$ cat config.mk
export PLATFORM = sky130hd
export DESIGN_NAME = branch_train_queue
export DESIGN_NICKNAME = d
export VERILOG_FILES = /design/src/rtl/branch_train_queue.sv
export SDC_FILE = /design/constraint.sdc
export NUM_CORES = 1
export LEC_CHECK = 0
export CAP_MARGIN = 30
export CORE_MARGIN = 2
export CORE_UTILIZATION = 40
export CTS_CLUSTER_DIAMETER = 150
export DETAILED_ROUTE_END_ITERATION = 8
export PLACE_DENSITY = 0.66
export SLEW_MARGIN = 10
export SYNTH_ARGS = -nofsm -noshare
export SYNTH_HDL_FRONTEND = slang
export SYNTH_SLANG_ARGS = --single-unit
$ cat constraint.sdc
create_clock -name clk -period 3.3 [get_ports clk]
set_input_delay 0.66 -clock clk [delete_from_list [all_inputs] [get_ports clk]]
set_output_delay 0.66 -clock clk [all_outputs]
set_load 0.01 [all_outputs]
$ cat src/rtl/branch_train_queue.sv
// branch_train_queue
//   In-order queue between the gshare predictor and the execute stage. Every
//   issued prediction (pc, history, predicted direction) is captured at the
//   tail; when execute resolves the oldest branch, the head entry is turned
//   into one registered training beat for the predictor's train_* port.
//   A mispredicting resolve trains the head and discards every younger
//   (wrong-path) entry. flush clears the queue with highest priority.
//
// Ports
//   clk, areset        rising-edge clock, asynchronous active-high reset
//   alloc_valid/_pc/_history/_taken  prediction issued this cycle
//   alloc_ready        queue can accept an entry (!full, registered only)
//   resolve_valid/_taken  oldest in-flight branch resolved, actual direction
//   flush              pipeline flush; clears queue, ignores alloc/resolve
//   train_valid        one-cycle training pulse; other train_* hold otherwise
//   train_taken/_mispredicted/_history/_pc  training beat contents
//   count/empty/full   occupancy
//   resolve_err        one-cycle pulse: resolve_valid seen while empty
module branch_train_queue #(
  parameter int PC_W   = 7,
  parameter int HIST_W = 7,
  parameter int DEPTH  = 8
) (
  input  logic                     clk,
  input  logic                     areset,
  input  logic                     alloc_valid,
  input  logic [PC_W-1:0]          alloc_pc,
  input  logic [HIST_W-1:0]        alloc_history,
  input  logic                     alloc_taken,
  output logic                     alloc_ready,
  input  logic                     resolve_valid,
  input  logic                     resolve_taken,
  input  logic                     flush,
  output logic                     train_valid,
  output logic                     train_taken,
  output logic                     train_mispredicted,
  output logic [HIST_W-1:0]        train_history,
  output logic [PC_W-1:0]          train_pc,
  output logic [$clog2(DEPTH):0]   count,
  output logic                     empty,
  output logic                     full,
  output logic                     resolve_err
);

  localparam int PW = $clog2(DEPTH);
  localparam int CW = PW + 1;
  localparam logic [CW-1:0] DEPTH_C = CW'(DEPTH);

  // Entry storage; contents are don't-care after reset.
  logic [PC_W-1:0]   pc_mem    [DEPTH];
  logic [HIST_W-1:0] hist_mem  [DEPTH];
  logic              taken_mem [DEPTH];

  logic [PW-1:0] head_q, tail_q, head_d, tail_d;
  logic [CW-1:0] count_q, count_d;

  logic resolve_acc;
  logic mispredict_now;
  logic alloc_acc;
  logic err_now;

  assign count       = count_q;
  assign full        = (count_q == DEPTH_C);
  assign empty       = (count_q == '0);
  assign alloc_ready = !full;

  // Acceptance: flush dominates; a mispredict kills the same-cycle alloc
  // because that alloc is itself on the wrong path.
  always_comb begin
    resolve_acc    = resolve_valid && !empty && !flush;
    mispredict_now = resolve_acc && (resolve_taken != taken_mem[head_q]);
    alloc_acc      = alloc_valid && !full && !flush && !mispredict_now;
    err_now        = resolve_valid && empty && !flush;
  end

  always_comb begin
    head_d  = head_q;
    tail_d  = tail_q;
    count_d = count_q;
    if (flush || mispredict_now) begin
      head_d  = '0;
      tail_d  = '0;
      count_d = '0;
    end else begin
      if (resolve_acc) head_d = head_q + PW'(1);
      if (alloc_acc)   tail_d = tail_q + PW'(1);
      case ({alloc_acc, resolve_acc})
        2'b10:   count_d = count_q + CW'(1);
        2'b01:   count_d = count_q - CW'(1);
        default: count_d = count_q;
      endcase
    end
  end

  always_ff @(posedge clk or posedge areset) begin
    if (areset) begin
      head_q  <= '0;
      tail_q  <= '0;
      count_q <= '0;
    end else begin
      head_q  <= head_d;
      tail_q  <= tail_d;
      count_q <= count_d;
    end
  end

  always_ff @(posedge clk) begin
    if (alloc_acc) begin
      pc_mem[tail_q]    <= alloc_pc;
      hist_mem[tail_q]  <= alloc_history;
      taken_mem[tail_q] <= alloc_taken;
    end
  end

  // Training beat: train_valid pulses for one cycle, payload holds between beats.
  always_ff @(posedge clk or posedge areset) begin
    if (areset) begin
      train_valid        <= 1'b0;
      train_taken        <= 1'b0;
      train_mispredicted <= 1'b0;
      train_history      <= '0;
      train_pc           <= '0;
      resolve_err        <= 1'b0;
    end else begin
      train_valid <= resolve_acc;
      resolve_err <= err_now;
      if (resolve_acc) begin
        train_taken        <= resolve_taken;
        train_mispredicted <= mispredict_now;
        train_history      <= hist_mem[head_q];
        train_pc           <= pc_mem[head_q];
      end
    end
  end

endmodule

==> results of run 1 <==
-- cells by family (layout without fill, tap and decap cells) --
logic type / count (synthesis) / after routing
flops: 148 / 148
simple gates: 52 / 52
mux: 48 / 48
compound gates: 26 / 26
buf+inv: 16 / 108
xor+xnor: 6 / 6
fa+ha+maj: 5 / 5
-- critical path, cell delays in order (launching register included) --
cell and delay [ns]:
sky130_fd_sc_hd__dfrtp_2 0.41, sky130_fd_sc_hd__mux4_2 0.51, sky130_fd_sc_hd__mux2i_1 0.24, sky130_fd_sc_hd__xor2_2 0.30, sky130_fd_sc_hd__a21oi_2 0.16, sky130_fd_sc_hd__ha_1 0.29, sky130_fd_sc_hd__a21o_1 0.17, sky130_fd_sc_hd__a21oi_1 0.16
sky130_fd_sc_hd__xor2_1 0.11, sky130_fd_sc_hd__a21o_1 0.18, sky130_fd_sc_hd__a22o_1 0.22
-- routing by layer --
| metal | wire length [um] | up-vias | GRT usage (%) |
|---|---|---|---|
| li1 | - | 1342 | - |
| met1 | 4953 | 1499 | 22.99 |
| met2 | 5359 | 102 | 24.42 |
| met3 | 805 | 13 | 4.350 |
| met4 | 172 | 0 | 5.758 |
| met5 | 0 | - | 0 |
-- final cells by class --
| cell class | count | area (um2) | area share, % |
|---|---|---|---|
| clock inverters | 14 | 130.1 | 1.819 |
| inverters | 4 | 15.01 | 0.2099 |
| flip-flops and latches | 148 | 4305 | 60.20 |
| clock buffers | 18 | 429.2 | 6.001 |
| repair buffers | 72 | 653.1 | 9.132 |
| multi-input cells | 137 | 1394 | 19.49 |
| well taps | 180 | 225.2 | 3.149 |
-- through the flow --
stage | cell area, um2 | hold slack (ns) | utilization [%]
finish | 7152 | 0.4886 | 51.13
global route | 7152 | 0.5053 | 51.13
CTS | 7152 | 0.4934 | 51.13
detailed placement | 6593 | 0.4792 | 47.13
global placement | 6593 | 0.4721 | 47.13
floorplan | 5754 | 0.5184 | -
-- synth_stat cells (4+ instances only) --
master,n,area [um2]
sky130_fd_sc_hd__buf_1,6,22.52
sky130_fd_sc_hd__a21oi_1,17,85.08
sky130_fd_sc_hd__nor2_1,29,108.9
sky130_fd_sc_hd__inv_1,4,15.01
sky130_fd_sc_hd__edfxtp_1,120,3603
sky130_fd_sc_hd__nand2b_1,4,25.02
sky130_fd_sc_hd__clkbuf_1,5,18.77
sky130_fd_sc_hd__mux4_2,30,675.7
sky130_fd_sc_hd__ha_1,4,50.05
sky130_fd_sc_hd__xor2_1,4,35.03
sky130_fd_sc_hd__mux2i_1,16,160.2
sky130_fd_sc_hd__dfrtp_1,28,700.7
sky130_fd_sc_hd__nand2_1,8,30.03
-- flip-flops by register name (all words and copies together), names as in the netlist --
name / count
hist_mem: 56
pc_mem: 56
taken_mem: 8
train_history: 7
train_pc: 7
count: 4
head_q: 3
tail_q: 3
resolve_err: 1
train_mispredicted: 1
train_taken: 1
train_valid: 1
-- worst min-delay path by stage --
stage                                   start                             end  slack, ns  cells past startpoint
3_5_place_dp   train_mispredicted$_DFFE_PP0P_  train_mispredicted$_DFFE_PP0P_       0.48                      1
4_1_cts        train_mispredicted$_DFFE_PP0P_  train_mispredicted$_DFFE_PP0P_       0.49                      1
3_3_place_gp   train_mispredicted$_DFFE_PP0P_  train_mispredicted$_DFFE_PP0P_       0.47                      1
2_1_floorplan  train_mispredicted$_DFFE_PP0P_  train_mispredicted$_DFFE_PP0P_       0.52                      1
6_report       train_mispredicted$_DFFE_PP0P_  train_mispredicted$_DFFE_PP0P_       0.49                      1
5_1_grt        train_mispredicted$_DFFE_PP0P_  train_mispredicted$_DFFE_PP0P_       0.51                      1
-- power by group --
group,internal [uW],total (uW),switching [uW]
Combinational,566,1060,493
Sequential,2190,2290,100
Clock,1040,1790,745
Total,3800,5140,1340
==> results.cfg, run 1 <==
[outcome]
run_status = completed

[synthesis]
post_synth_xor_area_fraction_pct = 1.044
synthSimpleGateAreaFrac_pct = 4.218
synth-seq-cells = 148
synth_cell_type_count = 32
synth_top_family_by_area = multiplexers
yosysWarnings = 0
edff_count_synth = 120
syn-cell-area_um2 = 5754
syn-num-nets = 327
synth_async_sr_flop_share_pct = 18.92
synth_fa_ha_area_share_pct = 1.218
synth_sequential_area_ratio_pct = 74.80
syn_area_per_cell_um2 = 19.12
synth-compound-area-share_pct = 2.740
synthCells = 301
synth.mux.area_fraction_pct = 14.92
synth_ff_type = sky130_fd_sc_hd__edfxtp_1

[finish]
areaGrowthSynthToFinish_pct = 24.29
layout.cells.most_common_list = 120 x sky130_fd_sc_hd__edfxtp_1, 45 x sky130_fd_sc_hd__clkdlybuf4s50_1, 30 x sky130_fd_sc_hd__mux4_2
num-nets-final = 406
most_common_cell_after_layout_fill_and_taps_aside = sky130_fd_sc_hd__edfxtp_1
diodes = 0
finish.cell_count_without_fillers = 573
fillerInstances = 1135
drive_above_1_share_pct = 24.94

[clock_tree]
clock_latency_reported_for_the_late_side_of_the_worst_skew_pair_ns = 0.41
tritoncts = yes
tritoncts_num_sinks = 148
post_cts.resized_instances = 0
htreeDepth = 4
cts_buffers = 17
clockRootBuffer = sky130_fd_sc_hd__clkbuf_16
postCtsSetupRepairBufs = 0
clkSlewWorstSetupHoldPaths_ns = 0.06
clock_tree.buffer_depth = 2
cts_hold_buffers = 0

[placed_design]
place_inst = 541
gpl.final_weighted_congestion = 0.7506
io_buffers = 45
dp_hpwl_um = 7097
pre_cts_slack_ns = 0.2481

[floorplanning]
fp-row-count = 43
top_level_ports = 46
core_um2 = 13990
floorplan.die.height_um = 123.9
die_w_um = 123.9
floorplan.die_area_um2 = 15360
initial_utilization_pct = 41.14

[timing]
setup_viol = 0
finClkSkew_ns = 0.008538
final_min_period_over_clock_period_pct = 86.95
rsz_0062_raised_after_global_routing = false
max_freq_mhz = 348.5
timing.setup.tns_ns = 0
max_slew.worst_pin.slew_ns = 0.4835
finalWorstSetupSlack_ns = 0.4306
normalized_max_slew_margin_pct = 67.63
slew_violations = 0
timing_hold_violations_final = 0
layout_min_cycle_time_ns = 2.869

[grt]
grt.total_usage_pct = 16.23
largest_net_degree_at_the_start_of_global_routing = 31
grt_pass1_vias = 3100
grt_antenna_before_repair = 0
gr-total-overflow = 0
grt_first_pass_wirelength_um = 17570

[critical_path]
cp_max_fanout = 6
r2r_cells = 10
worstSetupEndpointType = register
startpoint_type = register
cp.required_ns = 3.60
reg2reg_setup_slack_ns = 0.43
critPathLaunch = head_q[0]$_DFFE_PP0P_
setup.worst_path.class = reg -> reg
setup.worst_path.end = count[3]$_DFFE_PP0P_
crit_reg_reg_startpoint = head_q[0]$_DFFE_PP0P_
rr_endpoint = count[3]$_DFFE_PP0P_
worst_ep_arrival_time_ns = 3.17

[detailed_routing]
finalWirelength_um = 11290
vias_per_cell = 5.159
num_vias = 2956
detail_route.drc_violations = 0
final_antenna_violating_net_count = 0
routedWlPerCell_um = 19.70
drt-initial-drc-count = 212
detail_route.first_pass.iterations = 5

[power]
p_per_area_nw_per_um2 = 718.2
largest_vdd_supply_drop_v = 0.0003587
p_total_uw = 5137
total_leakage_power_uw = 0.002454

[flow_run]
drv_cap = 0

[min_path]
hold_class = reg -> reg
Note: power is estimated with default switching activity, not from simulation.
==> inputs of run 2 (changes only) <==
Settings changed: PLACE_DENSITY 0.66 to 0.61.
==> run 2 against run 1 <==
  * Sequential power hardly changed
  * Die area stayed put
  * Register-to-register slack hardly changed
  * Flip-flop and latch count stayed put
  * Design area is 0.19% higher
  * First-iteration DRC count is 15% higher
  * Via count is 0.37% lower
  * Global-route usage is 0.72 points lower
  * Fmax is 0.30% higher
  * Clock skew hardly changed
  * Utilization is 0.098 points higher
  * Combinational power hardly changed
  * Largest cell class unchanged
==> results.cfg, run 2 (synthesis gave the netlist of run 1 again) <==
[timing]
final_min_period_over_clock_period_pct = 86.69
rsz_0062_raised_after_global_routing = false
timing_hold_violations_final = 0
layout_min_cycle_time_ns = 2.861
timing.setup.tns_ns = 0
max_freq_mhz = 349.6
max_slew.worst_pin.slew_ns = 0.5982
finalWorstSetupSlack_ns = 0.4392
normalized_max_slew_margin_pct = 60.07
finClkSkew_ns = 0.009008
slew_violations = 0
setup_viol = 0

[power]
power.net_switching_uw = 1295
largest_vdd_supply_drop_v = 0.0003816
p_per_area_nw_per_um2 = 711.1
cellInternalPower_uw = 3800
share_clk_of_total_power_pct = 34.4
share_seq_of_total_power_pct = 44.9
comb_power_share_pct = 20.7
p_total_uw = 5095
p_sw_share_pct = 25.42
total_leakage_power_uw = 0.002464

[finish]
postLayoutCoreUtil_pct = 51.23
layout.cells.most_common_list = 120 x sky130_fd_sc_hd__edfxtp_1, 45 x sky130_fd_sc_hd__clkdlybuf4s50_1, 30 x sky130_fd_sc_hd__mux4_2
most_common_cell_after_layout_fill_and_taps_aside = sky130_fd_sc_hd__edfxtp_1
diodes = 0
num-nets-final = 408
final_design_area_no_fill_um2 = 7166
drive_above_1_share_pct = 24.30
areaGrowthSynthToFinish_pct = 24.53
largest_registers = hist_mem x56, pc_mem x56, taken_mem x8

[critical_path]
worst_path_most_repeated_cell = sky130_fd_sc_hd__a21o_1
reg2reg_setup_slack_ns = 0.44
worst_ep_arrival_time_ns = 3.16
startpoint_type = register
cp.required_ns = 3.60
cp_max_fanout = 6
cpPeakStageDelay_ns = 0.50
crit_chain = mux4_2 -> mux2i_1 -> xor2_2 -> a21oi_2 -> ha_1 -> a21o_1 -> a21oi_1 -> xor2_1 -> a21o_1 -> a22o_1
setup.worst_path.class = reg -> reg
worstSetupEndpointType = register
cpMaxStageDelayCell = sky130_fd_sc_hd__mux4_2

[detailed_routing]
detail_route.first_pass.iterations = 4
routedWlPerCell_um = 18.60
finalWirelength_um = 10690
num_vias = 2945
detail_route.drc_violations = 0
vias_per_cell = 5.122
drt-initial-drc-count = 243
final_antenna_violating_net_count = 0

[placed_design]
io_buffers = 45
pre_cts_slack_ns = 0.2750
dp_hpwl_um = 6943
gpl.final_weighted_congestion = 0.7841
placed_area_um2 = 6620

[outcome]
run_status = completed

[clock_tree]
clock_latency_reported_for_the_late_side_of_the_worst_skew_pair_ns = 0.41
clkSlewWorstSetupHoldPaths_ns = 0.06
postCtsSetupRepairBufs = 0
clock_tree.buffer_depth = 2
clockRootBuffer = sky130_fd_sc_hd__clkbuf_16
tritoncts = yes
htreeDepth = 4
cts_hold_buffers = 0
cts_buffers = 17
post_cts.resized_instances = 0
tritoncts_num_sinks = 148

[floorplanning]
die_w_um = 123.9
fp-row-count = 43
core_um2 = 13990
initial_utilization_pct = 41.14
floorplan.die_area_um2 = 15360
top_level_ports = 46
floorplan.die.height_um = 123.9

[grt]
grt_pass1_vias = 3038
largest_net_degree_at_the_start_of_global_routing = 31
grt_first_pass_wirelength_um = 16980
grt_antenna_before_repair = 0
grt.total_usage_pct = 15.51
gr-total-overflow = 0

[flow_run]
drv_cap = 0

[min_path]
hold_class = reg -> reg
[run 2: layer usage]
metal | global-route usage [%] | vias to the layer above | share of wire, %
met5 | 0 | - | 0
met4 | 6.601 | 0 | 1.6
met3 | 3.251 | 16 | 3.7
met2 | 24.14 | 68 | 48
met1 | 21.39 | 1518 | 46
li1 | - | 1343 | -
[run 2: cell type report]
cell class | instances | area (um2)
inverter | 4 | 15.01
timing repair buffer | 74 | 680.7
multi-input combinational | 137 | 1394
clock inverter | 12 | 108.9
clock buffer | 20 | 436.7
sequential | 148 | 4305
fill | 1131 | 6823
tap | 180 | 225.2
[run 2: power groups by stage]
stage / logic (uW) / registers [uW] / clock network (uW)
finish: 1060 / 2290 / 1750
global route: 1170 / 2310 / 1890
CTS: 1080 / 2290 / 1800
detailed placement: 1070 / 2330 / 0
global placement: 1060 / 2320 / 0
floorplan: 534 / 2370 / 0
[run 2: worst max-delay path, delay by kind of cell (launching register included)]
family / cells / cell delay [ns]
flip-flops: 1 / 0.42
multiplexers: 2 / 0.73
AO/OA/AOI/OAI: 5 / 0.87
adder cells (fa/ha/maj): 1 / 0.30
XOR/XNOR: 2 / 0.42
[run 2: through the flow]
step | hold WS [ns] | std cells
2_1_floorplan | 0.5184 | 301
3_3_place_gp | 0.4721 | 543
3_5_place_dp | 0.4727 | 543
4_1_cts | 0.4855 | 575
5_1_grt | 0.4968 | 575
6_report | 0.4797 | 575
[run 2: worst paths after layout]
path / end / start / cells past startpoint
worst max-delay path: count[3]$_DFFE_PP0P_ / head_q[0]$_DFFE_PP0P_ / 10
worst min-delay path: train_mispredicted$_DFFE_PP0P_ / train_mispredicted$_DFFE_PP0P_ / 1
worst max register to register: count[3]$_DFFE_PP0P_ / head_q[0]$_DFFE_PP0P_ / 10
worst min register to register: train_mispredicted$_DFFE_PP0P_ / train_mispredicted$_DFFE_PP0P_ / 1
max in group asynchronous: train_history[5]$_DFFE_PP0P_ / areset / 3
min in group asynchronous: train_pc[4]$_DFFE_PP0P_ / areset / 2
